File: config.mk
export PLATFORM = sky130hd
export DESIGN_NAME = rv32i_register_file_flat
export DESIGN_NICKNAME = d
export VERILOG_FILES = /design/src/rtl/rv32i_register_file_if.sv /design/src/rtl/rv32i_register_file.sv /design/src/flat_wrapper.sv
export SDC_FILE = /design/constraint.sdc
export NUM_CORES = 1
export LEC_CHECK = 0
export ABC_CLOCK_PERIOD_IN_PS = 2080
export CAP_MARGIN = 25
export CORE_MARGIN = 2
export CORE_UTILIZATION = 55
export CTS_BUF_LIST = sky130_fd_sc_hd__clkbuf_4
export DETAILED_ROUTE_END_ITERATION = 16
export PLACE_DENSITY = 0.72
export SETUP_SLACK_MARGIN = 0.1
export SYNTH_ARGS = -nofsm -noshare
export SYNTH_HDL_FRONTEND = slang
export SYNTH_SLANG_ARGS = --single-unit
File: constraint.sdc
create_clock -name i_clk -period 2.08 [get_ports i_clk]
set_input_delay 0.208 -clock i_clk [delete_from_list [all_inputs] [get_ports i_clk]]
set_output_delay 0.208 -clock i_clk [all_outputs]
set_load 0.005 [all_outputs]
File: src/rtl/rv32i_register_file_if.sv
// Register-file port bundle: one read request/response pair and one write request/ack pair.
// The master side (decode/writeback controller) drives requests; the slave side is the register file.
interface rv32i_register_file_if #(
  parameter int DATA_WIDTH = 32,
  parameter int ADDR_WIDTH = 5
);
  logic                  i_rd_en;
  logic [ADDR_WIDTH-1:0] i_reg_addr;
  logic [DATA_WIDTH-1:0] o_reg_data;
  logic                  i_wr_en;
  logic [ADDR_WIDTH-1:0] i_dest_addr;
  logic [DATA_WIDTH-1:0] i_dest_reg_data;
  logic                  o_rd_valid;
  logic                  o_wr_valid;

  modport master (
    output i_rd_en, i_reg_addr, i_wr_en, i_dest_addr, i_dest_reg_data,
    input  o_reg_data, o_rd_valid, o_wr_valid
  );

  modport slave (
    input  i_rd_en, i_reg_addr, i_wr_en, i_dest_addr, i_dest_reg_data,
    output o_reg_data, o_rd_valid, o_wr_valid
  );
endinterface

File: src/rtl/rv32i_register_file.sv
// RV32I integer register file: 1 read + 1 write port, x0 hardwired to zero,
// registered read data with write-first bypass and one-cycle-delayed valid strobes.
module rv32i_register_file #(
  parameter int DATA_WIDTH = 32,
  parameter int ADDR_WIDTH = 5
) (
  input  logic                  i_clk,
  input  logic                  i_rst,
  rv32i_register_file_if.slave  bus
);
  localparam int DEPTH = 1 << ADDR_WIDTH;

  logic [DATA_WIDTH-1:0] regs_q [DEPTH];
  logic [DEPTH-1:0]      wr_sel;
  logic [DATA_WIDTH-1:0] rd_data_q;
  logic [DATA_WIDTH-1:0] rd_data_d;
  logic                  rd_valid_q;
  logic                  wr_valid_q;
  logic                  bypass;

  // One-hot write decode; entry 0 is never selected so x0 stays at its reset value of zero.
  genvar gi;
  generate
    for (gi = 0; gi < DEPTH; gi++) begin : g_wr_sel
      if (gi == 0) begin : g_x0
        assign wr_sel[gi] = 1'b0;
      end else begin : g_xn
        assign wr_sel[gi] = bus.i_wr_en && (bus.i_dest_addr == ADDR_WIDTH'(gi));
      end
    end
  endgenerate

  always_ff @(posedge i_clk or negedge i_rst) begin
    if (!i_rst) begin
      for (int i = 0; i < DEPTH; i++) begin
        regs_q[i] <= '0;
      end
    end else begin
      for (int i = 0; i < DEPTH; i++) begin
        if (wr_sel[i]) begin
          regs_q[i] <= bus.i_dest_reg_data;
        end
      end
    end
  end

  assign bypass = bus.i_wr_en && (bus.i_dest_addr == bus.i_reg_addr) &&
                  (bus.i_dest_addr != '0);

  // Same-edge read of the register being written returns the new data.
  always_comb begin
    rd_data_d = rd_data_q;
    if (bus.i_rd_en) begin
      rd_data_d = bypass ? bus.i_dest_reg_data : regs_q[bus.i_reg_addr];
    end
  end

  always_ff @(posedge i_clk or negedge i_rst) begin
    if (!i_rst) begin
      rd_data_q  <= '0;
      rd_valid_q <= 1'b0;
      wr_valid_q <= 1'b0;
    end else begin
      rd_data_q  <= rd_data_d;
      rd_valid_q <= bus.i_rd_en;
      wr_valid_q <= bus.i_wr_en;
    end
  end

  assign bus.o_reg_data = rd_data_q;
  assign bus.o_rd_valid = rd_valid_q;
  assign bus.o_wr_valid = wr_valid_q;
endmodule

File: src/flat_wrapper.sv
// flat-port wrapper written by rule: the top's interface ports become plain ports
module rv32i_register_file_flat 
#(
  parameter int DATA_WIDTH = 32,
  parameter int ADDR_WIDTH = 5
)
  (i_clk, i_rst, bus_i_rd_en, bus_i_reg_addr, bus_i_wr_en, bus_i_dest_addr, bus_i_dest_reg_data, bus_o_reg_data, bus_o_rd_valid, bus_o_wr_valid);
  rv32i_register_file_if #(.DATA_WIDTH(DATA_WIDTH), .ADDR_WIDTH(ADDR_WIDTH)) bus_i ();
  input  logic i_clk;
  input  logic i_rst;
  input wire logic [$bits(bus_i.i_rd_en)-1:0] bus_i_rd_en;
  input wire logic [$bits(bus_i.i_reg_addr)-1:0] bus_i_reg_addr;
  input wire logic [$bits(bus_i.i_wr_en)-1:0] bus_i_wr_en;
  input wire logic [$bits(bus_i.i_dest_addr)-1:0] bus_i_dest_addr;
  input wire logic [$bits(bus_i.i_dest_reg_data)-1:0] bus_i_dest_reg_data;
  output wire logic [$bits(bus_i.o_reg_data)-1:0] bus_o_reg_data;
  output wire logic [$bits(bus_i.o_rd_valid)-1:0] bus_o_rd_valid;
  output wire logic [$bits(bus_i.o_wr_valid)-1:0] bus_o_wr_valid;
  assign bus_i.i_rd_en = bus_i_rd_en;
  assign bus_i.i_reg_addr = bus_i_reg_addr;
  assign bus_i.i_wr_en = bus_i_wr_en;
  assign bus_i.i_dest_addr = bus_i_dest_addr;
  assign bus_i.i_dest_reg_data = bus_i_dest_reg_data;
  assign bus_o_reg_data = bus_i.o_reg_data;
  assign bus_o_rd_valid = bus_i.o_rd_valid;
  assign bus_o_wr_valid = bus_i.o_wr_valid;
  rv32i_register_file #(.DATA_WIDTH(DATA_WIDTH), .ADDR_WIDTH(ADDR_WIDTH)) u_core (.i_clk(i_clk), .i_rst(i_rst), .bus(bus_i));
endmodule
After elaboration in Yosys (flattened, before gate mapping)
Index checks and enable logic that the tools add are counted.
{ "word_totals": {"regBits": 1026, "in_bits": 46, "out_inout_bits": 34, "wordCells": 106} }
{ "op_classes": {"order_cmp": 1, "n_eq_ne": 32, "mux": 4, "bitwise": 1, "n_reduce_logical": 34} }
{ "ops": {"columns": ["operator", "n"], "rows": [
  ["$bmux W32 S5", 1],
  ["$mux W32", 3],
  ["$eq A5 B5 Y1 const B", 16],
  ["$eq A5 B4 Y1 const B", 8],
  ["$logic_and A1 B1 Y1", 33],
  ["$eq A5 B3 Y1 const B", 4],
  ["$eq A5 B2 Y1 const B", 2],
  ["$ge A6 B6 Y1 const B", 1],
  ["$not A5 Y6", 1],
  ["$eq A5 B1 Y1 const B", 1],
  ["$eq A5 B5 Y1", 1],
  ["$reduce_bool A5 Y1", 1]
]} }

Longest topological paths before layout
{ "logic_depth": {"ltp_word": 5, "ltp_mapped": 9, "ltp_nobuf": 5} }

Worst setup path after synthesis
OpenSTA, ideal clock, no wires.
{ "synth_timing": {"path_kind": "input port to flip-flop", "startpoint": "input port bus_i_reg_addr[0]", "endpoint": "register u_core.rd_data_q[12] (netlist: u_core.bus.o_reg_data[12])", "setup_ns": 0.144, "t_arrival_ns": 1.808, "path_slack_ns": 0.128, "stages": 7, "n_path_buf": 4, "cell_sequence": "buf_4 -> buf_6 -> buf_6 -> buf_2 -> mux4_2 -> a221oi_1 -> a31oi_1"} }
{ "synth_between": {"elab_chain_len": 5, "word_cells_on_any_way": 8, "cone_classes": "eq/ne (1); mux (4); bitwise (1); reduce/logical (2)"} }
{ "synth_lines": {"columns": ["element", "line_no", "text"], "rows": [
  ["start, declared", "flat_wrapper.sv:12", "input wire logic [$bits(bus_i.i_reg_addr)-1:0] bus_i_reg_addr;"],
  ["$not A5 Y6 (implied by the code)", "rv32i_register_file.sv:54", "rd_data_d = bypass ? bus.i_dest_reg_data : regs_q[bus.i_reg_addr];"],
  ["$bmux W32 S5", "rv32i_register_file.sv:54", null],
  ["$mux W32 (implied by the code) (2 in series)", "rv32i_register_file.sv:54", null],
  ["$mux W32 *", "rv32i_register_file.sv:54", null],
  ["end signal, assigned", "rv32i_register_file.sv:64", "rd_data_q <= rd_data_d;"],
  ["end, declared", "rv32i_register_file.sv:15", "logic [DATA_WIDTH-1:0] rd_data_q;"]
]} }
Mark *: on every way between the ends. The rest lies on a longest branch, timed or not. The select of a mux whose other input is x is not followed.
A chain may end at the register's enable or synchronous reset.

Final worst setup path
{ "layout_timing": {"startpoint": "register u_core.rd_data_q[17] (netlist: u_core.bus.o_reg_data[17])", "endpoint": "output port bus_o_reg_data[17]"} }
{ "layout_lines": {"columns": ["element", "line_no", "text"], "rows": [
  ["end, declared", "flat_wrapper.sv:16", "output wire logic [$bits(bus_i.o_reg_data)-1:0] bus_o_reg_data;"]
]} }
No word-level cell between the ends.

==> flow_metrics.py <==
metrics = {
    "critical_path": {
        "critPathTopFamily": "flip-flops",
        "cp-startpoint": "u_core.bus.o_reg_data[17]",
        "crit_arrival_ps": 1770,
        "timing.rr.start": "u_core.regs_q[434]",
        "critPathCaptureType": "primary output",
        "critPathMaxStageDelay_ps": 460,
        "crit_path_max_fanout": 2,
        "crit_buf_inv": 1,
        "slowest_stage": "dfrtp_2",
        "critPathRequiredTime_ps": 1870,
        "start_kind": "flip-flop",
        "critical_path.cell_chain": "buf_6",
        "critPathKind": "flip-flop to primary output",
    },
    "synth": {
        "yosys.area_share.xor_xnor_pct": 0.0758,
        "synth_compound_area_share_pct": 6.27,
        "async_flop_share_pct": 100,
        "synth_top_area_share_pct": 55.5,
        "synth-edff-count": 0,
        "synth.area.mux_share_pct": 31.9,
        "ys_seq_elements": 1026,
        "synthAdderAreaFrac_pct": 0,
        "avgSynthCellArea_um2": 14.1,
        "yosysWarnings": 0,
        "syn_nets": 3327,
        "yosysTopAreaCell": "dfrtp_1",
        "synthFlopType": "dfrtp_1",
        "synth_seq_area_share_pct": 55.5,
        "ys_top_cells_by_area": "dfrtp_1 (56%), mux2_2 (22%), mux4_2 (7.6%)",
        "synth.distinct_cells": 47,
        "synth-simple-area-share_pct": 2.91,
        "synth_cells": 3281,
        "synth_top_family_by_area": "multiplexers",
        "syn_area_um2": 46200,
    },
    "routing": {
        "viasPerCell": 6.22,
        "routed_wl_um": 129000,
        "drt_pass1_iterations": 8,
        "remaining_drc_errors": 0,
        "drtIter0Drc": 2566,
        "wl_per_cell_um": 26.1,
        "ant_nets": 0,
        "vias": 30800,
    },
    "placement": {
        "hpwl_um": 82300,
        "post-place-ws_ps": -330,
        "numPortBuffers": 79,
        "dpl.cell_count": 4440,
        "gp_congestion": 0.857,
    },
    "grt": {
        "grt_pass1_vias": 33900,
        "grt_max_degree": 96,
        "grt_first_pass_wirelength_um": 200000,
        "use_met3_pct": 7.85,
        "antenna_found_initial": 3,
        "grt-busiest-layer": "met2",
        "grtUsageTotal_pct": 30.7,
        "grtUsageMet2_pct": 49.7,
        "grt_use_met1_pct": 40.0,
        "grt_overflow": 0,
    },
    "floorplanning": {
        "die_w_um": 294,
        "num_rows": 106,
        "dieArea_um2": 86400,
        "io_pins": 80,
        "start_util_pct": 55.4,
        "coreArea_um2": 83400,
        "die_h_um": 294,
    },
    "pwr": {
        "pwr_density_cell_nw_per_um2": 954,
        "max-vdd-ir-drop_v": 0.000612,
        "p_leak_uw": 0.0249,
        "total_power_uw": 51900,
    },
    "cells_and_area": {
        "layout.nets": 3748,
        "num-fill-cells": 5950,
        "area_delta_synth_final_pct": 17.7,
        "drive_above_1_share_pct": 49.4,
        "instances_no_fill": 4953,
    },
    "cts": {
        "clock_path_buffers": 4,
        "clock_latency_ps": 1170,
        "htreeDepth": 5,
        "cts_root_buf": "clkbuf_4",
        "cts_tree": "yes",
        "path_clk_slew_ps": 70,
        "cts-buffers-inserted": 285,
        "cts_sinks": 1026,
    },
    "timing": {
        "tightest_slew_ps": 542,
        "hold_viol_final": 0,
        "fin_skew_ps": 88.2,
        "min_period_over_period_pct": 94.9,
        "rsz0062_at_grt": "yes",
        "worst_slack_ps": 105,
        "relSlewSlack_pct": 63.8,
        "fmax_mhz": 506,
        "period_minus_slack_ps": 1970,
        "fin_tns_setup_ps": 0,
        "finalSetupViolations": 0,
        "finalMaxSlewViolations": 0,
    },
    "outcome": {
        "status": "finished clean",
    },
    "job": {
        "max_cap_violations": 0,
    },
    "worst_hold_path": {
        "hp-start": "bus_i_dest_reg_data[31]",
        "min_path_type": "input port to flip-flop",
    },
}
-- through the flow --
step           utilization [%]  area [um2]  hold slack, ps
2_1_floorplan                -       46200           -87.6
3_3_place_gp              60.8       50700             158
3_5_place_dp              60.8       50700             163
4_1_cts                   65.2       54400            5.73
5_1_grt                   65.2       54400            27.9
6_report                  65.2       54400             100
-- layout make-up --
cell class | count | area [um2] | share of cell area, %
clock buffer | 420 | 3150 | 5.79
inverter | 15 | 56.3 | 0.103
antenna | 6 | 15.0 | 0.0276
tap | 1080 | 1350 | 2.48
sequential | 1026 | 25700 | 47.2
timing repair buffer | 456 | 4790 | 8.80
clock inverter | 32 | 181 | 0.333
multi-input combinational | 1918 | 19200 | 35.3
-- placed cells by master, fill, tap and decap left out, types with 19 or more instances in the layout --
| cell | synthesis | routed |
|---|---|---|
| nand2_1 | 179 | 174 |
| dfrtp_1 | 1026 | 1021 |
| dlygate4sd3_1 | 0 | 38 |
| nor3_1 | 34 | 30 |
| a31oi_1 | 41 | 41 |
| clkdlybuf4s50_1 | 0 | 39 |
| a21oi_1 | 19 | 19 |
| mux2_2 | 905 | 905 |
| mux4_2 | 156 | 156 |
| buf_2 | 92 | 29 |
| clkbuf_4 | 0 | 420 |
| nor2b_1 | 36 | 34 |
| a211oi_1 | 40 | 40 |
| o21ai_0 | 181 | 181 |
| buf_4 | 28 | 244 |
| a221oi_1 | 27 | 27 |
| clkinv_1 | 1 | 22 |
| o22ai_1 | 49 | 49 |
| buf_12 | 0 | 95 |
| mux2i_1 | 102 | 102 |
-- repair_timing --
item	4_1_cts	5_1_grt
endpoints found under the hold margin	1723	0
buffers inserted	15	1
resized for setup	134	5
endpoints found under the setup margin	34	16
hold buffers	39	0
-- where the power goes --
part           total (uW)  switching, uW  leakage, uW  internal [uW]
clock               17400           8080      0.00203           9360
combinational        8610           3560      0.00975           5050
sequential          25800           2070       0.0131          23800
total               51900          13700       0.0249          38200
-- cell usage after synthesis (2+ instances only) --
| cell | count |
|---|---|
| o221ai_1 | 15 |
| mux2_2 | 905 |
| mux2i_1 | 102 |
| and2_1 | 3 |
| nor2_1 | 17 |
| mux4_2 | 156 |
| nor3_1 | 34 |
| nand2_2 | 6 |
| nand2b_1 | 7 |
| clkbuf_2 | 2 |
| xor2_1 | 3 |
| a21oi_1 | 19 |
| o22ai_1 | 49 |
| a22oi_1 | 11 |
| nor2b_1 | 36 |
| a221oi_1 | 27 |
| nand2_1 | 179 |
| nor3b_1 | 2 |
| or2_2 | 2 |
| buf_1 | 7 |
| clkbuf_1 | 188 |
| nand4b_1 | 3 |
| a31oi_1 | 41 |
| a211oi_1 | 40 |
| buf_2 | 92 |
| dfrtp_1 | 1026 |
| nor4_1 | 2 |
| a22o_1 | 18 |
| nand4_1 | 2 |
| a221o_1 | 18 |
| mux2_1 | 4 |
| a2bb2oi_1 | 13 |
| buf_4 | 28 |
| o21ai_0 | 181 |
| o31ai_1 | 13 |
| buf_6 | 5 |
| and3_1 | 2 |
| inv_1 | 14 |
-- per-layer routing --
| layer | vias to the layer above | share of wire (%) |
|---|---|---|
| met5 | - | 0 |
| met1 | 16200 | 41 |
| met4 | 0 | 3.2 |
| met2 | 1264 | 48 |
| li1 | 13000 | - |
| met3 | 295 | 7.7 |
-- state kept, by name (all words and copies together), names as in the netlist --
name,count
u_core.regs_q,992
u_core.bus.o_reg_data,32
u_core.bus.o_wr_valid,1
u_core.bus.o_rd_valid,1
-- kinds of logic after synthesis --
family | Yosys count
multiplexers | 1167
buffers and inverters | 337
AO/OA/AOI/OAI | 449
XOR/XNOR | 4
flip-flops | 1026
AND/OR/NAND/NOR | 298
-- worst paths after layout --
check	depth (start not counted)	endpoint	slack, ps
hold reg to reg	2	u_core.regs_q[897]	480
max in group asynchronous	6	u_core.regs_q[787]	850
setup reg to reg	5	u_core.bus.o_reg_data[18]	110
min in group asynchronous	4	u_core.regs_q[514]	260
setup / recovery	1	bus_o_reg_data[17]	110
hold / removal	3	u_core.regs_q[863]	100
No activity file was read; power rests on OpenSTA's default activity.
==> patch, RTL diff (same flow settings) <==
`DATA_WIDTH` is set to 32 in 3 places; all go to 36.
--- a/src/rtl/rv32i_register_file_if.sv
+++ b/src/rtl/rv32i_register_file_if.sv
@@ -3,3 +3,3 @@
 interface rv32i_register_file_if #(
-  parameter int DATA_WIDTH = 32,
+  parameter int DATA_WIDTH = 36,
   parameter int ADDR_WIDTH = 5
--- a/src/rtl/rv32i_register_file.sv
+++ b/src/rtl/rv32i_register_file.sv
@@ -3,3 +3,3 @@
 module rv32i_register_file #(
-  parameter int DATA_WIDTH = 32,
+  parameter int DATA_WIDTH = 36,
   parameter int ADDR_WIDTH = 5
--- a/src/flat_wrapper.sv
+++ b/src/flat_wrapper.sv
@@ -3,3 +3,3 @@
 #(
-  parameter int DATA_WIDTH = 32,
+  parameter int DATA_WIDTH = 36,
   parameter int ADDR_WIDTH = 5
Ports: changed (resized bus_i_dest_reg_data and bus_o_reg_data); port bits go from 80 to 88. The function was not compared with the original's and may differ.
==> patch against the original RTL <==
Synthesized area grew 14%. Synthesized cell count grew 5.9%. Final area grew 13%. Sequential cell count grew 128. Worst setup slack lost 51 ps. Total power grew 13%. Maximum frequency shrank 2.5%. Final cell count grew 9.0%. First-iteration DRC count grew 8.1%. Wire length grew 13%. Clock power grew 11%. Via count grew 9.5%. Critical path type unchanged. Largest power group unchanged.
==> patch: results (changes against the original RTL) <==
Final layout
  • Final Net Count: 3992 (was 3748)
  • Share of cells above drive strength 1: 55.0% (was 49.4%)
  • Antenna diodes: 1 (was 6)
  • CLK BUF: 454 (was 420)
  • Multi-input combinational area share: 35.8% (was 35.3%)
  • Number of flip-flops in the largest register: 1116 (was 992)
  • Fraction of area in registers: 46.8% (was 47.2%)
  • Filler cells: 6684 (was 5950)

Worst setup path
  • Worst R2R Start: u_core.regs_q[530]$_DFFE_PN0P_ (was u_core.regs_q[434]$_DFFE_PN0P_)
  • Crit path launch: u_core.bus.o_reg_data[7]$_DFFE_PN0P_ (was u_core.bus.o_reg_data[17]$_DFFE_PN0P_)
  • R2r setup slk: 160 ps (was 110 ps)
  • Max incr delay on CP: 490 ps (was 460 ps)
  • Worst setup path end: bus_o_reg_data[7] (was bus_o_reg_data[17])

Yosys
  • Sequential-to-total area share from yosys stat: 55.0% (was 55.5%)
  • Cell variety after synth: 48 (was 47)
  • Commonest cells in the netlist: mux2_2 (1173), dfrtp_1 (1154), mux4_2 (179) (was dfrtp_1 (1026), mux2_2 (905), clkbuf_1 (188))

Global route
  • GR Util All Layers: 30.2% (was 30.7%)
  • Vias in the first global route: 36.6k (was 33.9k)
  • Largest net degree at the start of global routing: 110 (was 96)
  • Initial antenna violation count: 1 (was 3)
  • First-pass GRT wire length: 223000 um (was 200000 um)

Status
  • Outcome: completed (unchanged)

Power
  • Sw Ratio: 26.3% (was 26.4%)
  • P_leak: 28.1 nW (was 24.9 nW)

Clock tree
  • Hold Buf Count CTS: 45 (was 39)

Routing
  • Routed wire per std cell: 27.0 um (was 26.1 um)

STA
  • Max Fclk: 494 MHz (was 506 MHz)

Min path
  • Hold_sp: bus_i_dest_reg_data[6] (was bus_i_dest_reg_data[31])
[patch: per-stage QoR]
step / hold slack [ps] / setup TNS, ps / total power, W
finish: 101 / 0 / 0.0585
global route: 66.1 / 0 / 0.0614
CTS: 2.82 / -11.4 / 0.0588
detailed placement: 114 / -155550 / 0.0393
global placement: 120 / -106720 / 0.0384
floorplan: -87.6 / 0 / 0.0355
[patch: logic make-up (layout without fill, tap and decap cells)]
family                 after synthesis  in the layout  synth area share [%]
multiplexers                      1487           1487                  35.5
flip-flops                        1154           1154                  55.0
buffers and inverters              344           1003                  3.15
AO/OA/AOI/OAI                      290            290                  4.23
AND/OR/NAND/NOR                    196            196                  2.09
XOR/XNOR                             4              4                0.0667
other                                0              1                     0
[patch: metal layers]
layer  up-vias  track usage [%]  wire [um]
met2      1331             48.1      70400
met3       258             6.24       9730
met1     18100             41.8      62100
met4         0             10.4       3500
met5         -                0          0
li1      14100                -          -
